===== src/rtl/seq_divider_32_pkg.sv =====
// Shared definitions for the sequential restoring divider: state encodings,
// default widths and the divide-by-zero quotient constant.
package seq_divider_32_pkg;

  localparam int DEF_WIDTH = 32;
  localparam int DEF_CNT_W = 5;

  localparam logic [DEF_WIDTH-1:0] DIV0_QUOTIENT = '1;

  typedef enum logic [1:0] {
    IDLE = 2'd0,
    CALC = 2'd1,
    FIX  = 2'd2
  } state_t;

endpackage


===== src/rtl/seq_divider_32_div_step.sv =====
// One restoring-division iteration: shift {rem, quo}, trial subtract at
// WIDTH+1 bits, keep the difference or restore.
module seq_divider_32_div_step #(
  parameter int WIDTH = 32
) (
  input  logic [WIDTH-1:0] rem,
  input  logic [WIDTH-1:0] quo,
  input  logic [WIDTH-1:0] divisor_mag,
  output logic [WIDTH-1:0] next_rem,
  output logic [WIDTH-1:0] next_quo
);

  logic [WIDTH:0] rem_sh;
  logic [WIDTH:0] trial;

  assign rem_sh = {rem, quo[WIDTH-1]};
  assign trial  = rem_sh - {1'b0, divisor_mag};

  // rem < divisor_mag always holds, so a non-negative trial fits in WIDTH bits
  always_comb begin
    if (!trial[WIDTH]) begin
      next_rem = trial[WIDTH-1:0];
      next_quo = {quo[WIDTH-2:0], 1'b1};
    end else begin
      next_rem = rem_sh[WIDTH-1:0];
      next_quo = {quo[WIDTH-2:0], 1'b0};
    end
  end

endmodule


===== src/rtl/seq_divider_32.sv =====
// Multi-cycle signed/unsigned restoring divider for MIPS DIV/DIVU.
// quotient feeds LO, remainder feeds HI; done pulses once per divide.
module seq_divider_32
  import seq_divider_32_pkg::*;
#(
  parameter int WIDTH = DEF_WIDTH,
  parameter int CNT_W = DEF_CNT_W
) (
  input  logic             clk,
  input  logic             reset,
  input  logic             start,
  input  logic             is_signed,
  input  logic [WIDTH-1:0] dividend,
  input  logic [WIDTH-1:0] divisor,
  output logic             busy,
  output logic             done,
  output logic [WIDTH-1:0] quotient,
  output logic [WIDTH-1:0] remainder,
  output logic             div_by_zero
);

  state_t state_q, state_d;

  logic [CNT_W-1:0] cnt_q, cnt_d;
  logic [WIDTH-1:0] rem_q, rem_d, quo_q, quo_d, dmag_q, dmag_d;
  logic             q_neg_q, q_neg_d, r_neg_q, r_neg_d, zero_q, zero_d;
  logic [WIDTH-1:0] quotient_q, quotient_d, remainder_q, remainder_d;
  logic             done_q, done_d, dbz_q, dbz_d;

  logic [WIDTH-1:0] dvd_mag, dvs_mag, step_rem, step_quo;
  logic             divisor_zero;

  assign divisor_zero = (divisor == '0);
  assign dvd_mag = (is_signed && dividend[WIDTH-1]) ? -dividend : dividend;
  assign dvs_mag = (is_signed && divisor[WIDTH-1])  ? -divisor  : divisor;

  seq_divider_32_div_step #(.WIDTH(WIDTH)) u_step (
    .rem         (rem_q),
    .quo         (quo_q),
    .divisor_mag (dmag_q),
    .next_rem    (step_rem),
    .next_quo    (step_quo)
  );

  always_ff @(posedge clk or posedge reset) begin
    if (reset) state_q <= IDLE;
    else       state_q <= state_d;
  end

  always_comb begin
    state_d = state_q;
    case (state_q)
      IDLE:    if (start) state_d = divisor_zero ? FIX : CALC;
      CALC:    if (cnt_q == '0) state_d = FIX;
      FIX:     state_d = IDLE;
      default: state_d = IDLE;
    endcase
  end

  always_comb begin
    busy        = (state_q != IDLE);
    done        = done_q;
    quotient    = quotient_q;
    remainder   = remainder_q;
    div_by_zero = dbz_q;
  end

  // Divide-by-zero preloads the final raw values so FIX treats both paths alike
  always_comb begin
    cnt_d       = cnt_q;
    rem_d       = rem_q;
    quo_d       = quo_q;
    dmag_d      = dmag_q;
    q_neg_d     = q_neg_q;
    r_neg_d     = r_neg_q;
    zero_d      = zero_q;
    quotient_d  = quotient_q;
    remainder_d = remainder_q;
    dbz_d       = dbz_q;
    done_d      = 1'b0;
    case (state_q)
      IDLE: begin
        if (start) begin
          dbz_d = 1'b0;
          if (divisor_zero) begin
            quo_d   = WIDTH'(DIV0_QUOTIENT);
            rem_d   = dividend;
            q_neg_d = 1'b0;
            r_neg_d = 1'b0;
            zero_d  = 1'b1;
            cnt_d   = '0;
          end else begin
            quo_d   = dvd_mag;
            rem_d   = '0;
            dmag_d  = dvs_mag;
            q_neg_d = is_signed && (dividend[WIDTH-1] ^ divisor[WIDTH-1]);
            r_neg_d = is_signed && dividend[WIDTH-1];
            zero_d  = 1'b0;
            cnt_d   = CNT_W'(WIDTH - 1);
          end
        end
      end
      CALC: begin
        rem_d = step_rem;
        quo_d = step_quo;
        if (cnt_q != '0) cnt_d = cnt_q - CNT_W'(1);
      end
      FIX: begin
        quotient_d  = q_neg_q ? -quo_q : quo_q;
        remainder_d = r_neg_q ? -rem_q : rem_q;
        dbz_d       = zero_q;
        done_d      = 1'b1;
      end
      default: ;
    endcase
  end

  always_ff @(posedge clk or posedge reset) begin
    if (reset) begin
      cnt_q       <= '0;
      rem_q       <= '0;
      quo_q       <= '0;
      dmag_q      <= '0;
      q_neg_q     <= 1'b0;
      r_neg_q     <= 1'b0;
      zero_q      <= 1'b0;
      quotient_q  <= '0;
      remainder_q <= '0;
      dbz_q       <= 1'b0;
      done_q      <= 1'b0;
    end else begin
      cnt_q       <= cnt_d;
      rem_q       <= rem_d;
      quo_q       <= quo_d;
      dmag_q      <= dmag_d;
      q_neg_q     <= q_neg_d;
      r_neg_q     <= r_neg_d;
      zero_q      <= zero_d;
      quotient_q  <= quotient_d;
      remainder_q <= remainder_d;
      dbz_q       <= dbz_d;
      done_q      <= done_d;
    end
  end

endmodule

===== config.mk =====
export PLATFORM = sky130hd
export DESIGN_NAME = seq_divider_32
export DESIGN_NICKNAME = d
export VERILOG_FILES = /design/src/rtl/seq_divider_32_pkg.sv /design/src/rtl/seq_divider_32_div_step.sv /design/src/rtl/seq_divider_32.sv
export SDC_FILE = /design/constraint.sdc
export NUM_CORES = 1
export LEC_CHECK = 0
export ABC_AREA = 1
export CAP_MARGIN = 20
export CORE_MARGIN = 5
export CORE_UTILIZATION = 45
export CTS_CLUSTER_SIZE = 40
export DETAILED_ROUTE_END_ITERATION = 8
export DONT_BUFFER_PORTS = 1
export PLACE_DENSITY_LB_ADDON = 0.25
export SLEW_MARGIN = 0
export SYNTH_ARGS = -nofsm -noshare
export SYNTH_HDL_FRONTEND = slang
export SYNTH_SLANG_ARGS = --single-unit

===== constraint.sdc =====
create_clock -name clk -period 7.6 [get_ports clk]
set_input_delay 1.52 -clock clk [delete_from_list [all_inputs] [get_ports clk]]
set_output_delay 1.52 -clock clk [all_outputs]
set_load 0.1 [all_outputs]

==> reports/results.tsv <==
stage	metric	value	unit
floorplanning	io_pins	135	
yosys	synth_area	13600	um2
setup_path	crit_start	divisor[0]	
cts	cts-root-buf	clkbuf_16	
final_layout	fillers	3120	
setup_path	crit_path_frequent_cell	nand2_1	
setup_path	worstPathMaxFanout	23	
routing	drt_first_pass_iters	8	
routing	drt_iter0_markers	1188	
final_layout	drive_gt1_frac	0.0472	
timing	setup_tns	0	ns
setup_path	critical_path.cell_chain	inv_1 > ha_1 > nand2_2 > nor2_4 > nand2_1 > inv_1 > nand3_1 > nand2_1 > inv_2 > nand2_1 > o211ai_1 > o21ai_0	
place	post-dp-hpwl	33700	um
setup_path	start_kind	input port	
routing	vias	13087	
yosys	netlist_instances	2101	
timing	setup_viol	0	
timing	fin_crit_sh	0.439	
yosys	ys_seq_area_frac	0.316	
setup_path	cp.arrival	3.69	ns
status	status	completed	
floorplanning	start_util	0.457	
hold_path	hp-class	reg -> reg	
floorplanning	die_w	184	um
global_route	grt_max_degree	111	
routing	postRouteAntennaNets	0	
cts	cts_hold_buf	0	
routing	via_per_inst	5.30	
yosys	synth-edff-count	0	
cts	cts_buffer_depth	2	
place	gp_congestion	0.962	
final_layout	nNetsFinal	2172	
floorplanning	dieHeight	184	um
global_route	track_usage	0.253	
timing	fin_crit	3.34	ns
floorplanning	core_area	29800	um2
timing	rsz0062_at_grt	no	
cts	numCtsBuffers	17	
timing	slew_headroom	0.356	
cts	cts.repair.resized	0	
routing	routed_wl	42700	um
cts	cts_tree	yes	
timing	hold_viol_final	0	
global_route	gr-total-overflow	0	
cts	h-tree-depth	4	
floorplanning	rows	63	
setup_path	cp_slowest_stage_delay	0.69	ns
timing	worst_pin_slew	0.966	ns
final_layout	n_antenna_cell	0	
timing	slew_viol_final	0	
cts	clk_pin_slew	0.08	ns
routing	drc	0	
final_layout	areaGrowthSynthToFinish	6.17	%
global_route	first_global_vias	12610	
hold_path	min_from	dmag_q[28]	
yosys	synth_ff_type	dfrtp_1	
yosys	syn_area_per_cell	6.49	um2
cts	clock_latency	0.45	ns
setup_path	r2r-start	quo_q[31]	
yosys	async_reset_ff_frac	1.00	
global_route	antenna_found_initial	0	
timing	holdWs	0.485	ns
floorplanning	die_area	33900	um2
setup_path	cp.buffers_inverters	3	
setup_path	crit_family	simple AND/OR/NAND/NOR gates	
yosys	ys_types	49	
timing	clock-skew-final	0.0129	ns
yosys	synth-seq-cells	172	
timing	fmax	300	MHz
setup_path	setup.worst_path.end_class	flop	
yosys	syn_nets	2208	
cts	cts_sinks	172	
job	drv_cap	0	
yosys	yosys_warnings	0	
place	io_buffer_count	0	
setup_path	cpMaxStageDelayCell	nand2_1	
setup_path	critPathRequiredTime	7.96	ns
setup_path	path_class	in -> reg	
global_route	grt_pass1_wl	68100	um
routing	wl_per_cell	17.3	um
cts	post_cts_buffers	0	
[metrics by stage]
stage / area (um2) / worst slack, ns / utilization / instances
after floorplan: 13600 / 1.42 / - / 2101
after global placement: 13900 / 3.88 / 0.465 / 2435
after detailed placement: 13900 / 3.79 / 0.465 / 2435
after CTS: 14400 / 4.25 / 0.485 / 2466
after global routing: 14500 / 3.94 / 0.486 / 2467
final: 14500 / 4.26 / 0.486 / 2467
[synth_stat cells, drive strengths merged (5+ instances only)]
cell type	n	area share
o31ai	5	0.0028
o21ai	161	0.059
nand3	131	0.050
nor4	9	0.0052
ha	38	0.035
buf	26	0.013
o211ai	12	0.0066
nand4	20	0.010
o22ai	5	0.0023
or2	5	0.0023
nand2	636	0.18
xor2	109	0.070
inv	345	0.095
a31oi	10	0.0046
dfrtp	172	0.32
clkbuf	37	0.010
nor3	29	0.012
o221ai	10	0.0064
nor2	218	0.063
a21oi	97	0.042
xnor2	6	0.0039
nand3b	6	0.0033
[cell usage in the layout (no fill, tap or decap), types with 6 or more instances in the layout]
cell type    n
o211ai_1    12
inv_2        8
a21oi_1     76
buf_4        7
ha_1        38
dfrtp_1    172
nand3_1    129
nand2_1    624
nand3b_1     6
nor3_1      26
nand2_4      6
a21oi_2     20
o21ai_0    148
a31oi_1     10
xor2_1     109
nor4_1       8
o21ai_1     13
nand2_2      6
nand4_1     19
o221ai_1    10
inv_1      336
xnor2_1      6
clkbuf_16   17
nor2_1     212
[cell families (layout without fill, tap and decap cells)]
kind of cell | Yosys count | after routing | synth area share
adder cells (fa/ha/maj) | 39 | 39 | 0.0364
AND/OR/NAND/NOR | 1060 | 1060 | 0.328
buffers and inverters | 408 | 384 | 0.118
AO/OA/AOI/OAI | 307 | 307 | 0.128
XOR/XNOR | 115 | 115 | 0.0739
flip-flops | 172 | 172 | 0.316
[worst paths after layout]
check,cells after the start,end,slack [ns]
max in group asynchronous,2,dmag_q[2],5.43
worst max register to register,17,rem_q[17],4.55
worst min register to register,2,dmag_q[28],0.48
worst min-delay path,2,dmag_q[28],0.48
worst max-delay path,12,quo_q[21],4.26
min in group asynchronous,1,quotient[13],0.96
[tightest hold or removal path, stage by stage, from the launching register on]
cell and delay, ns:
dfrtp_1 0.35, nand2_1 0.06, nand2_1 0.05
[flip-flops by register name (all words and copies together), names as in the netlist]
signal and cells:
dmag_q 32, quo_q 32, quotient 32, rem_q 32
remainder 32, cnt_q 5, state_q 2, div_by_zero 1
done 1, q_neg_q 1, r_neg_q 1, zero_q 1
[layout make-up]
cell class | instances | area (um2) | share of cell area
clock buffers | 17 | 425 | 0.0294
clock inverters | 14 | 149 | 0.0103
inverters | 345 | 1300 | 0.0899
multi-input cells | 1521 | 7720 | 0.534
flip-flops and latches | 172 | 4300 | 0.298
well taps | 390 | 488 | 0.0337
repair buffers | 8 | 80.1 | 0.00554
[metal layers]
metal / track usage / vias to the layer above / wire length (um)
li1: - / 6530 / -
met1: 0.372 / 6034 / 20300
met2: 0.368 / 463 / 17500
met3: 0.0590 / 60 / 3770
met4: 0.0766 / 0 / 1100
met5: 0 / - / 0
Power is not shown: default switching activity piles up to over one toggle a cycle in this logic, so the estimate is an artifact.
==> RTL edit 1: new RTL, same settings <==
Re-encode `state_t` (3 states) as one-hot, 3 bits wide.
--- a/src/rtl/seq_divider_32_pkg.sv
+++ b/src/rtl/seq_divider_32_pkg.sv
@@ -7,10 +7,10 @@
 
   localparam logic [DEF_WIDTH-1:0] DIV0_QUOTIENT = '1;
 
-  typedef enum logic [1:0] {
-    IDLE = 2'd0,
-    CALC = 2'd1,
-    FIX  = 2'd2
+  typedef enum logic [2:0] {
+    IDLE = 3'b001,
+    CALC = 3'b010,
+    FIX  = 3'b100
   } state_t;
 
 endpackage
Behaviour: no difference found for any inputs over 4 cycles, from zero or initial values and one cycle with reset high; so few cycles prove little.
==> RTL edit 1 against the original RTL <==
- wire length shrank 1.2%
- design area shrank 1.2%
- setup slack worse by 0.24 ns
- sequential cell count up 1
- fmax down 6.6%
- synthesized cell count fell by 1.8%
- synthesized area decreased by 1.4%
- critical path type is now reg -> reg
Power is not shown: default switching activity piles up to over one toggle a cycle in this logic, so the estimate is an artifact.
==> RTL edit 1: results (changes against the original RTL) <==
[global_routing]
grt_pass1_vias=12007  ; was 12610
grt.met2_usage_pct=38.0  ; was 36.8%
grt_util_met3_pct=4.64  ; was 5.90%
grt_use_met1_pct=37.1  ; was 37.2%
grt_usage_pct=25.3  ; about the same
grt_pass1_wl_mm=67.3  ; was 68.1 mm
grt_max_degree=104  ; was 111

[drt]
vias=12942  ; was 13087
drtIter0Drc=1361  ; was 1188
via_per_inst=5.33  ; was 5.30
wl_per_cell_um=17.4  ; was 17.3 µm
firstDrtPassIters=6  ; was 8

[placement]
dp_hpwl_mm=33.5  ; was 33.7 mm
gp_congestion=1.06  ; was 0.962
place_ws_ns=3.69  ; was 3.79 ns

[synth]
synth.area.top_cells=dfrtp_1 32%, nand2_1 17%, inv_1 8.7%  ; was dfrtp_1 32%, nand2_1 17%, inv_1 9.3%
synthXorXnorAreaFrac_pct=6.71  ; was 7.39%
synth_commonest_cells=624 x nand2_1, 311 x inv_1, 194 x nor2_1  ; was 625 x nand2_1, 337 x inv_1, 212 x nor2_1
synthesis.nets=2170  ; was 2208
syn_area_per_cell_um2=6.51  ; was 6.49 µm²
synthAdderAreaFrac_pct=3.69  ; was 3.64%
ys_seq_area_share_pct=32.2  ; was 31.6%

[layout]
fillers=3017  ; was 3120
nets=2135  ; was 2172
drive_gt1_share_pct=5.29  ; was 4.72%
regArea_mm2=0.00433  ; was 0.00430 mm²

[critical_path]
crit_arrival_ns=3.90  ; was 3.69 ns
path_max_fanout=48  ; was 23
worst_path_largest_cell_delay_ns=0.85  ; was 0.69 ns
crit_family=buffers and inverters  ; was simple AND/OR/NAND/NOR gates
cpMaxStageDelayCell=inv_1  ; was nand2_1

[timing]
finClkSkew_ns=0.0138  ; was 0.0129 ns
tightest_slew_ns=1.09  ; was 0.966 ns

[clock_tree]
cts.htree.levels=4  ; unchanged

[status]
outcome=completed  ; unchanged

==> RTL edit 1: cell count changes in the layout (fill, tap and decap cells not counted), sizes merged, moves of 8 or more <==
cell   unedited run  this run
xor2            109        97
o21ai           161       144
nor3             29        20
a31oi            10        18
nand3           131       146
inv             353       327
nand2           636       648
nor2            218       203
==> RTL edit 1: cell type report <==
type                            count  area share, %
Clock buffer                       18           3.07
Inverter                          326           8.63
Sequential cell                   173           30.3
Timing Repair Buffer                8          0.508
Tap cell                          390           3.41
Clock inverter                     13           1.02
Multi-Input combinational cell   1502           53.1
==> RTL edit 1: kinds of logic (layout without fill, tap and decap cells) <==
| group | Yosys count | count (layout) |
|---|---|---|
| and+or+nand+nor | 1063 | 1063 |
| buffers and inverters | 388 | 365 |
| AOI/OAI and AO/OA | 297 | 297 |
| DFF | 173 | 173 |
| xor gates and xnor gates | 103 | 103 |
| adders and majority gates | 39 | 39 |
==> RTL edit 1: final timing paths <==
path	slack, ns	end	cells after the start	start
min reg2reg	0.48	dmag_q[31]$_DFFE_PP0P_	2	dmag_q[31]$_DFFE_PP0P_
min	0.48	dmag_q[31]$_DFFE_PP0P_	2	dmag_q[31]$_DFFE_PP0P_
max reg2reg	4.03	quo_q[8]$_DFFE_PP0P_	8	state_q[0]$_DFFE_PP1P_
min in group asynchronous	1.14	remainder[9]$_DFFE_PP0P_	1	reset
max	4.03	quo_q[8]$_DFFE_PP0P_	8	state_q[0]$_DFFE_PP1P_
max in group asynchronous	4.94	quo_q[4]$_DFFE_PP0P_	2	reset
==> RTL edit 1: worst register-to-register path: stages (launching register included) <==
cell and delay [ns]:
dfstp_2 0.54, nor3_2 0.04, buf_4 0.32, inv_1 0.86, nand2_1 0.82, inv_2 0.54, nand2_1 0.11, o211ai_1 0.09
o21ai_0 0.12
==> RTL edit 2: new RTL, same settings <==
Without the edit above. The package constant `DEF_CNT_W` goes from 5 to 10.
--- a/src/rtl/seq_divider_32_pkg.sv
+++ b/src/rtl/seq_divider_32_pkg.sv
@@ -3,7 +3,7 @@
 package seq_divider_32_pkg;
 
   localparam int DEF_WIDTH = 32;
-  localparam int DEF_CNT_W = 5;
+  localparam int DEF_CNT_W = 10;
 
   localparam logic [DEF_WIDTH-1:0] DIV0_QUOTIENT = '1;
 
Behaviour: no difference found for any inputs over 4 cycles, from zero or initial values and one cycle with reset high; that may be too few to reach the edited logic, so the function may still have changed.
==> RTL edit 2 against the original RTL <==
- wire length is 2.1% higher
- setup slack lost 0.18 ns
- synthesized area grew 1.8%
- critical path depth shrank 1
- sequential cell count grew 5
- design area is 1.8% higher
- critical endpoint is now dmag_q[23]$_DFFE_PP0P_
- largest cell class unchanged
Power is not shown: default switching activity piles up to over one toggle a cycle in this logic, so the estimate is an artifact.
==> RTL edit 2: results (changes against the original RTL) <==
[critical_path]
crit_arrival_ns=3.85  ; was 3.69 ns
r2r_slack_ns=4.68  ; was 4.55 ns
cp-endpoint=dmag_q[23]$_DFFE_PP0P_  ; was quo_q[21]$_DFFE_PP0P_
cpMaxStageDelayCell=nand3_2  ; was nand2_1
timing.rr.end=quotient[30]$_DFFE_PP0P_  ; was rem_q[17]$_DFFE_PP0P_
path_max_fanout=54  ; was 23
worst_path_largest_cell_delay_ns=0.64  ; was 0.69 ns

[synth]
synth.area.top_cells=dfrtp_1 32%, nand2_1 17%, inv_1 8.6%  ; was dfrtp_1 32%, nand2_1 17%, inv_1 9.3%
synthesis.nets=2224  ; was 2208
ys_ff_latch=177  ; was 172
ys_seq_area_share_pct=31.9  ; was 31.6%
synth_commonest_cells=644 x nand2_1, 319 x inv_1, 184 x nor2_1  ; was 625 x nand2_1, 337 x inv_1, 212 x nor2_1
synthXorXnorAreaFrac_pct=6.76  ; was 7.39%
synth_compound_area_share_pct=13.4  ; was 12.8%
yosys.cell_types.count=50  ; was 49
synthAdderAreaFrac_pct=3.48  ; was 3.64%

[drt]
routed_wl_mm=43.6  ; was 42.7 mm
wl_met2_mm=19.1  ; was 17.5 mm
firstDrtPassIters=5  ; was 8
wl_met3_mm=3.40  ; was 3.77 mm

[global_routing]
grt_usage_pct=25.5  ; was 25.3%
grt.met2_usage_pct=39.1  ; was 36.8%
grt_pass1_vias=12677  ; was 12610
grt_max_degree=76  ; was 111
grt_util_met3_pct=5.18  ; was 5.90%

[layout]
buffers=9  ; was 8
clkCellAreaFrac_pct=4.20  ; was 3.97%
fillers=3141  ; was 3120
bufAreaShareNonClock_pct=0.594  ; was 0.554%
multi_input_cells=1539  ; was 1521
n_all_inverters=334  ; was 345
drive_gt1_share_pct=5.31  ; was 4.72%
clock_buffers=19  ; was 17
seq_share_pct=30.1  ; was 29.8%
multi_input_area_mm2=0.00784  ; was 0.00772 mm²

[die]
coreArea_mm2=0.0305  ; was 0.0298 mm²

[placement]
dp_hpwl_mm=33.9  ; was 33.7 mm
place_ws_ns=3.65  ; was 3.79 ns
gp_congestion=0.945  ; was 0.962
dpl-instance-area_mm2=0.0141  ; was 0.0139 mm²

[status]
outcome=completed  ; unchanged

[timing]
finClkSkew_ns=0.0170  ; was 0.0129 ns

[RTL edit 2: changes by cell type in the layout (fill, tap and decap cells not counted), moves of 9 or more]
cell      before  now
nor3_1        26   17
a21oi_1       76   44
a21oi_2       20    6
a21boi_1       0   25
a31oi_1       10   46
inv_1        336  318
nand2_1      624  643
nor2_1       212  183
nand2_2        6   19
[RTL edit 2: per-stage QoR]
step	hold WS, ns	instances	utilization (%)
after detailed placement	0.473	2455	46.3
after global routing	0.505	2487	48.3
final	0.488	2487	48.3
after global placement	0.467	2454	46.2
after CTS	0.493	2487	48.3
after floorplan	0.449	2118	-
[RTL edit 2: logic make-up (layout without fill, tap and decap cells)]
logic type	Yosys count	after routing
buf+inv	402	375
compound gates	322	322
fa+ha+maj	38	38
flops	177	177
simple gates	1072	1072
xor+xnor	107	107
